--- src/rtl/pipelined_add_sub_pkg.sv ---
// Shared definitions for the pipelined adder/subtractor: operation encoding,
// slice-width helper and the full-adder cell used by every ripple slice.
package pipelined_add_sub_pkg;

  localparam logic ADD = 1'b0;
  localparam logic SUB = 1'b1;

  function automatic int slice_w(input int n, input int stages);
    return n / stages;
  endfunction

  // Returns {carry_out, sum_bit}.
  function automatic logic [1:0] full_add(input logic a, input logic b, input logic c);
    return {(a & b) | (a & c) | (b & c), a ^ b ^ c};
  endfunction

endpackage

--- src/rtl/pipelined_add_sub_slice.sv ---
// Combinational W-bit ripple chain of full-adder cells; c_msb_in is the carry
// entering the top bit so the last slice can form signed overflow.
module pipelined_add_sub_slice
  import pipelined_add_sub_pkg::*;
#(
  parameter int W = 8
) (
  input  logic         cin,
  input  logic [W-1:0] x,
  input  logic [W-1:0] y,
  output logic         cout,
  output logic [W-1:0] sum,
  output logic         c_msb_in
);

  always_comb begin : ripple
    logic [W:0] c;
    c        = '0;
    sum      = '0;
    c[0]     = cin;
    for (int i = 0; i < W; i++) begin
      {c[i+1], sum[i]} = full_add(x[i], y[i], c[i]);
    end
    cout     = c[W];
    c_msb_in = c[W-1];
  end

endmodule

--- src/rtl/pipelined_add_sub.sv ---
// Pipelined N-bit adder/subtractor: STAGES ripple slices with the carry
// registered between them and a single global advance for valid/ready flow.
module pipelined_add_sub
  import pipelined_add_sub_pkg::*;
#(
  parameter int N      = 32,
  parameter int STAGES = 4
) (
  input  logic         clk,
  input  logic         rst,
  input  logic         in_valid,
  output logic         in_ready,
  input  logic         sub,
  input  logic         cin,
  input  logic [N-1:0] x,
  input  logic [N-1:0] y,
  output logic         out_valid,
  input  logic         out_ready,
  output logic [N-1:0] sum,
  output logic         cout,
  output logic         ovf
);

  localparam int W = slice_w(N, STAGES);

  if (N % STAGES != 0 || STAGES < 1 || STAGES > N) begin : g_bad_cfg
    $error("pipelined_add_sub: STAGES must divide N and lie in 1..N");
  end

  // Handshake: a beat transfers on a side when valid & ready are both high in the
  // same cycle; the whole pipe shifts together whenever the output slot is free.
  logic adv;

  logic [STAGES-1:0]         vld_q, vld_d;
  logic [STAGES-1:0]         carry_q;
  logic [STAGES-1:0][N-1:0]  x_q, x_d;
  logic [STAGES-1:0][N-1:0]  y_q, y_d;
  logic [STAGES-1:0][N-1:0]  sum_q, sum_d;
  logic [STAGES-1:0]         cin_s;
  logic [STAGES-1:0][N-1:0]  psum_s;
  logic                      ovf_q;

  logic [STAGES-1:0][W-1:0]  slice_sum;
  logic [STAGES-1:0]         slice_cout;
  logic [STAGES-1:0]         slice_cmsb;

  // Stage k inputs come from the ports (k=0) or from stage k-1's registers; the
  // x/y words hold the skewed upper operand slices, sum holds the deskewed lower results.
  always_comb begin
    vld_d  = '0;
    x_d    = '0;
    y_d    = '0;
    cin_s  = '0;
    psum_s = '0;
    sum_d  = '0;
    vld_d[0]  = in_valid;
    x_d[0]    = x;
    y_d[0]    = y ^ {N{sub == SUB}};
    cin_s[0]  = (sub == ADD) ? cin : ~cin;
    for (int k = 1; k < STAGES; k++) begin
      vld_d[k]  = vld_q[k-1];
      x_d[k]    = x_q[k-1];
      y_d[k]    = y_q[k-1];
      cin_s[k]  = carry_q[k-1];
      psum_s[k] = sum_q[k-1];
    end
    for (int k = 0; k < STAGES; k++) begin
      sum_d[k]            = psum_s[k];
      sum_d[k][k*W +: W]  = slice_sum[k];
    end
  end

  for (genvar k = 0; k < STAGES; k++) begin : g_slice
    pipelined_add_sub_slice #(.W(W)) u_slice (
      .cin      (cin_s[k]),
      .x        (x_d[k][k*W +: W]),
      .y        (y_d[k][k*W +: W]),
      .cout     (slice_cout[k]),
      .sum      (slice_sum[k]),
      .c_msb_in (slice_cmsb[k])
    );
  end

  always_ff @(posedge clk) begin
    if (rst) begin
      vld_q   <= '0;
      carry_q <= '0;
      x_q     <= '0;
      y_q     <= '0;
      sum_q   <= '0;
      ovf_q   <= 1'b0;
    end else if (adv) begin
      vld_q   <= vld_d;
      carry_q <= slice_cout;
      x_q     <= x_d;
      y_q     <= y_d;
      sum_q   <= sum_d;
      ovf_q   <= slice_cmsb[STAGES-1] ^ slice_cout[STAGES-1];
    end
  end

  assign adv       = ~(out_valid & ~out_ready);
  assign in_ready  = adv;
  assign out_valid = vld_q[STAGES-1];
  assign sum       = sum_q[STAGES-1];
  assign cout      = carry_q[STAGES-1];
  assign ovf       = ovf_q;

  // Operands leaving the last stage and lower-slice top carries have no consumer.
  logic unused_tail;
  assign unused_tail = ^{x_q[STAGES-1], y_q[STAGES-1], slice_cmsb};

endmodule
--- config.mk ---
export PLATFORM = sky130hd
export DESIGN_NAME = pipelined_add_sub
export DESIGN_NICKNAME = d
export VERILOG_FILES = /design/src/rtl/pipelined_add_sub_pkg.sv /design/src/rtl/pipelined_add_sub_slice.sv /design/src/rtl/pipelined_add_sub.sv
export SDC_FILE = /design/constraint.sdc
export NUM_CORES = 1
export LEC_CHECK = 0
export BUFFER_PORTS_ARGS = -buffer_cell sky130_fd_sc_hd__buf_2
export CORE_AREA = 2 2 116 118
export CTS_CLUSTER_SIZE = 20
export DETAILED_ROUTE_END_ITERATION = 10
export DIE_AREA = 0 0 118 120
export GPL_ROUTABILITY_DRIVEN = 0
export PLACE_DENSITY = 0.93
export SYNTH_ARGS = -nofsm -noshare
export SYNTH_HDL_FRONTEND = slang
export SYNTH_SLANG_ARGS = --single-unit
--- constraint.sdc ---
create_clock -name clk -period 9.4 [get_ports clk]
set_clock_uncertainty 0.1 [all_clocks]
set_input_delay 1.88 -clock clk [delete_from_list [all_inputs] [get_ports clk]]
set_output_delay 1.88 -clock clk [all_outputs]
set_load 0.01 [all_outputs]
==> flow_metrics.env <==
export IMPL_area_growth_pct=13.2
export IMPL_avgSynthCellArea_um2=8.82
export IMPL_cp_start_kind="input pin"
export IMPL_drt_pass1_iter_count=5
export IMPL_cts_sinks=185
export IMPL_die_area_um2=14200
export IMPL_muxShareOfSynthArea=0
export IMPL_slowest_stage="fa_1"
export IMPL_hold_start="sum[1]$_SDFFE_PP0N_"
export IMPL_r2r_start="carry_q[1]$_SDFFE_PP0N_"
export IMPL_vias=5673
export IMPL_cp_end_kind="flip-flop"
export IMPL_worstReg2RegEnd="psum_s[119]$_SDFFE_PP0N_"
export IMPL_clk_insertion_delay_late_ns=0.43
export IMPL_finalNonFillerCells=1114
export IMPL_syn_area_um2=7610
export IMPL_maxCapViolations=0
export IMPL_holdPathStages=2
export IMPL_yosysUniqueCellTypes=18
export IMPL_routed_via_density=5.09
export IMPL_n_antenna_cell=0
export IMPL_synth_seq_cells=185
export IMPL_min_to="sum[1]$_SDFFE_PP0N_"
export IMPL_io_buffers=105
export IMPL_synth_xor_area_share=0.0391
export IMPL_critPathMaxStageDelay_ns=0.45
export IMPL_rsz0062_at_grt="no"
export IMPL_hold_buffers=0
export IMPL_p_per_area_nw_per_um2=204
export IMPL_grt_max_degree=112
export IMPL_setup_viol=0
export IMPL_grt_usage=0.220
export IMPL_grt_pass1_vias=5332
export IMPL_fin_nets=1027
export IMPL_initial_core_util=0.587
export IMPL_cp_max_fo=33
export IMPL_wl_um=15000
export IMPL_cts_tree="built"
export IMPL_post_route_cells_drive_above_1_share=0.191
export IMPL_clockBufferDepth=2
export IMPL_yosys_area_share_simple=0.165
export IMPL_rr_worst_depth=12
export IMPL_antenna_found_initial=0
export IMPL_finalCritPeriodShare=0.628
export IMPL_post_cts_buffers=0
export IMPL_post_route_util=0.664
export IMPL_syn_nets=965
export IMPL_slew_headroom=0.247
export IMPL_arrival_ns=6.08
export IMPL_drt_iter0_drc=515
export IMPL_setup_slack_ns=3.50
export IMPL_antenna_left=0
export IMPL_placedCellCount=1082
export IMPL_dp_slack_ns=3.02
export IMPL_whs_ns=0.346
export IMPL_tightest_slew_ns=1.13
export IMPL_root_buffer="clkbuf_16"
export IMPL_dieWidth_um=118
export IMPL_drc_errors=0
export IMPL_cts_resized=0
export IMPL_synth_cells=863
export IMPL_hp_class="reg2reg"
export IMPL_synth_top_family_by_area="simple AND/OR/NAND/NOR gates"
export IMPL_reg2reg_slack_ns=5.14
export IMPL_drv_slew=0
export IMPL_coreArea_um2=13000
export IMPL_synthAdderAreaFrac=0.0841
export IMPL_grt_overflow_total=0
export IMPL_max_freq_ghz=0.169
export IMPL_leakagePower_nw=3.53
export IMPL_hold_violations=0
export IMPL_rows=42
export IMPL_ys_seq_area_frac=0.486
export IMPL_synth_compound_area_frac=0.158
export IMPL_grt_pass1_wl_um=25100
export IMPL_cp_required_ns=9.58
export IMPL_cpMostUsedCell="fa_1"
export IMPL_yosysWarningCount=0
export IMPL_setup_tns_ns=0
export IMPL_irDropWorstVdd_uv=134
export IMPL_worstSetupPathType="in2reg"
export IMPL_finalCriticalPeriod_ns=5.90
export IMPL_run_status="complete, no violations"
export IMPL_cts_buffers=17
export IMPL_clk_pin_slew_worst_paths_ns=0.06
export IMPL_dp_hpwl_um=9210
export IMPL_crit_chain="buf_2 -> buf_4 -> xor2_1 -> fa_1 -> inv_1 -> fa_1 -> fa_1 -> fa_1 -> fa_1 -> fa_1 -> fa_1 -> inv_1 -> fa_1 -> nand2_1 -> a21oi_1"
export IMPL_ios=106
export IMPL_htree_levels=4
export IMPL_die_height_um=120
export IMPL_wl_per_cell_um=13.4
==> worst max-delay path by stage <==
| stage | startpoint | end | slack (ns) |
|---|---|---|---|
| 3_5_place_dp | sub | psum_s[39]$_SDFFE_PP0N_ | 3.02 |
| 4_1_cts | sub | psum_s[39]$_SDFFE_PP0N_ | 3.48 |
| 6_report | sub | psum_s[39]$_SDFFE_PP0N_ | 3.50 |
| 5_1_grt | sub | psum_s[39]$_SDFFE_PP0N_ | 3.31 |
| 3_3_place_gp | sub | psum_s[39]$_SDFFE_PP0N_ | 3.18 |
| 2_1_floorplan | sub | psum_s[39]$_SDFFE_PP0N_ | 3.48 |
==> cell usage after synthesis <==
cell	n	share of area
a211oi_1	2	0.0020
a211oi_2	37	0.061
a21oi_1	145	0.095
buf_1	3	0.0015
buf_2	16	0.011
buf_4	19	0.019
buf_6	7	0.010
clkbuf_1	19	0.0094
clkbuf_4	2	0.0020
dfxtp_1	185	0.49
fa_1	32	0.084
inv_1	29	0.014
inv_2	1	0.00049
nand2_1	290	0.14
nor2_1	41	0.020
nor2b_4	1	0.0018
xnor2_1	29	0.033
xor2_1	5	0.0058
==> routing by layer <==
metal | global-route usage | routed length [um] | vias to the layer above | part of all wire
met4 | 0.0753 | 233 | 0 | 0.016
met5 | 0 | 0 | - | 0
li1 | - | - | 2872 | -
met3 | 0.0589 | 692 | 21 | 0.046
met2 | 0.338 | 6940 | 137 | 0.46
met1 | 0.303 | 7110 | 2643 | 0.47
==> registers in the layout, indices dropped and copies added, names as in the netlist <==
name and flops:
vld_q 4, x_d 48, y_d 48, sum 32, carry_q 4, psum_s 48
ovf 1
==> cell families (layout without fill, tap and decap cells) <==
kind of cell	count (synthesis)	in the layout
simple gates	332	332
compound gates	184	184
xor+xnor	34	34
buf+inv	96	171
flops	185	185
fa+ha+maj	32	32
==> layout by cell type, fill, tap and decap left out <==
cell type	n
nand2_1	290
dfxtp_1	185
a21oi_1	145
buf_2	104
nor2_1	41
a211oi_2	37
fa_1	32
inv_1	29
xnor2_1	29
clkbuf_16	17
xor2_1	5
clkinvlp_4	4
buf_4	4
clkbuf_8	3
clkinv_2	3
bufinv_16	3
inv_6	2
a211oi_1	2
nor2b_4	1
clkbuf_1	1
buf_6	1
==> metrics by stage <==
step	total power [mW]	area [um2]
CTS	1.77	8620
global route	1.83	8620
floorplan	0.994	7610
finish	1.76	8620
global placement	1.03	8000
detailed placement	1.04	8000
==> where the power goes <==
part | switching (mW) | internal (mW) | total [mW]
sequential | 0.0298 | 0.837 | 0.867
clock | 0.295 | 0.439 | 0.734
combinational | 0.0884 | 0.0720 | 0.160
total | 0.413 | 1.35 | 1.76
==> worst max-delay path, delay by kind of cell <==
kind | cells | cell delay (ns)
xor+xnor | 1 | 0.25
fa+ha+maj | 8 | 3.16
simple gates | 1 | 0.07
compound gates | 1 | 0.07
buf+inv | 4 | 0.64
==> layout make-up <==
cell class,instances,area (um2)
fillers,993,4360
well taps,176,220
inverters,30,118
multi-input cells,582,3400
clock inverters,11,144
flip-flops and latches,185,3700
clock buffers,21,470
repair buffers,109,562
Note: power is estimated with default switching activity, not from simulation.
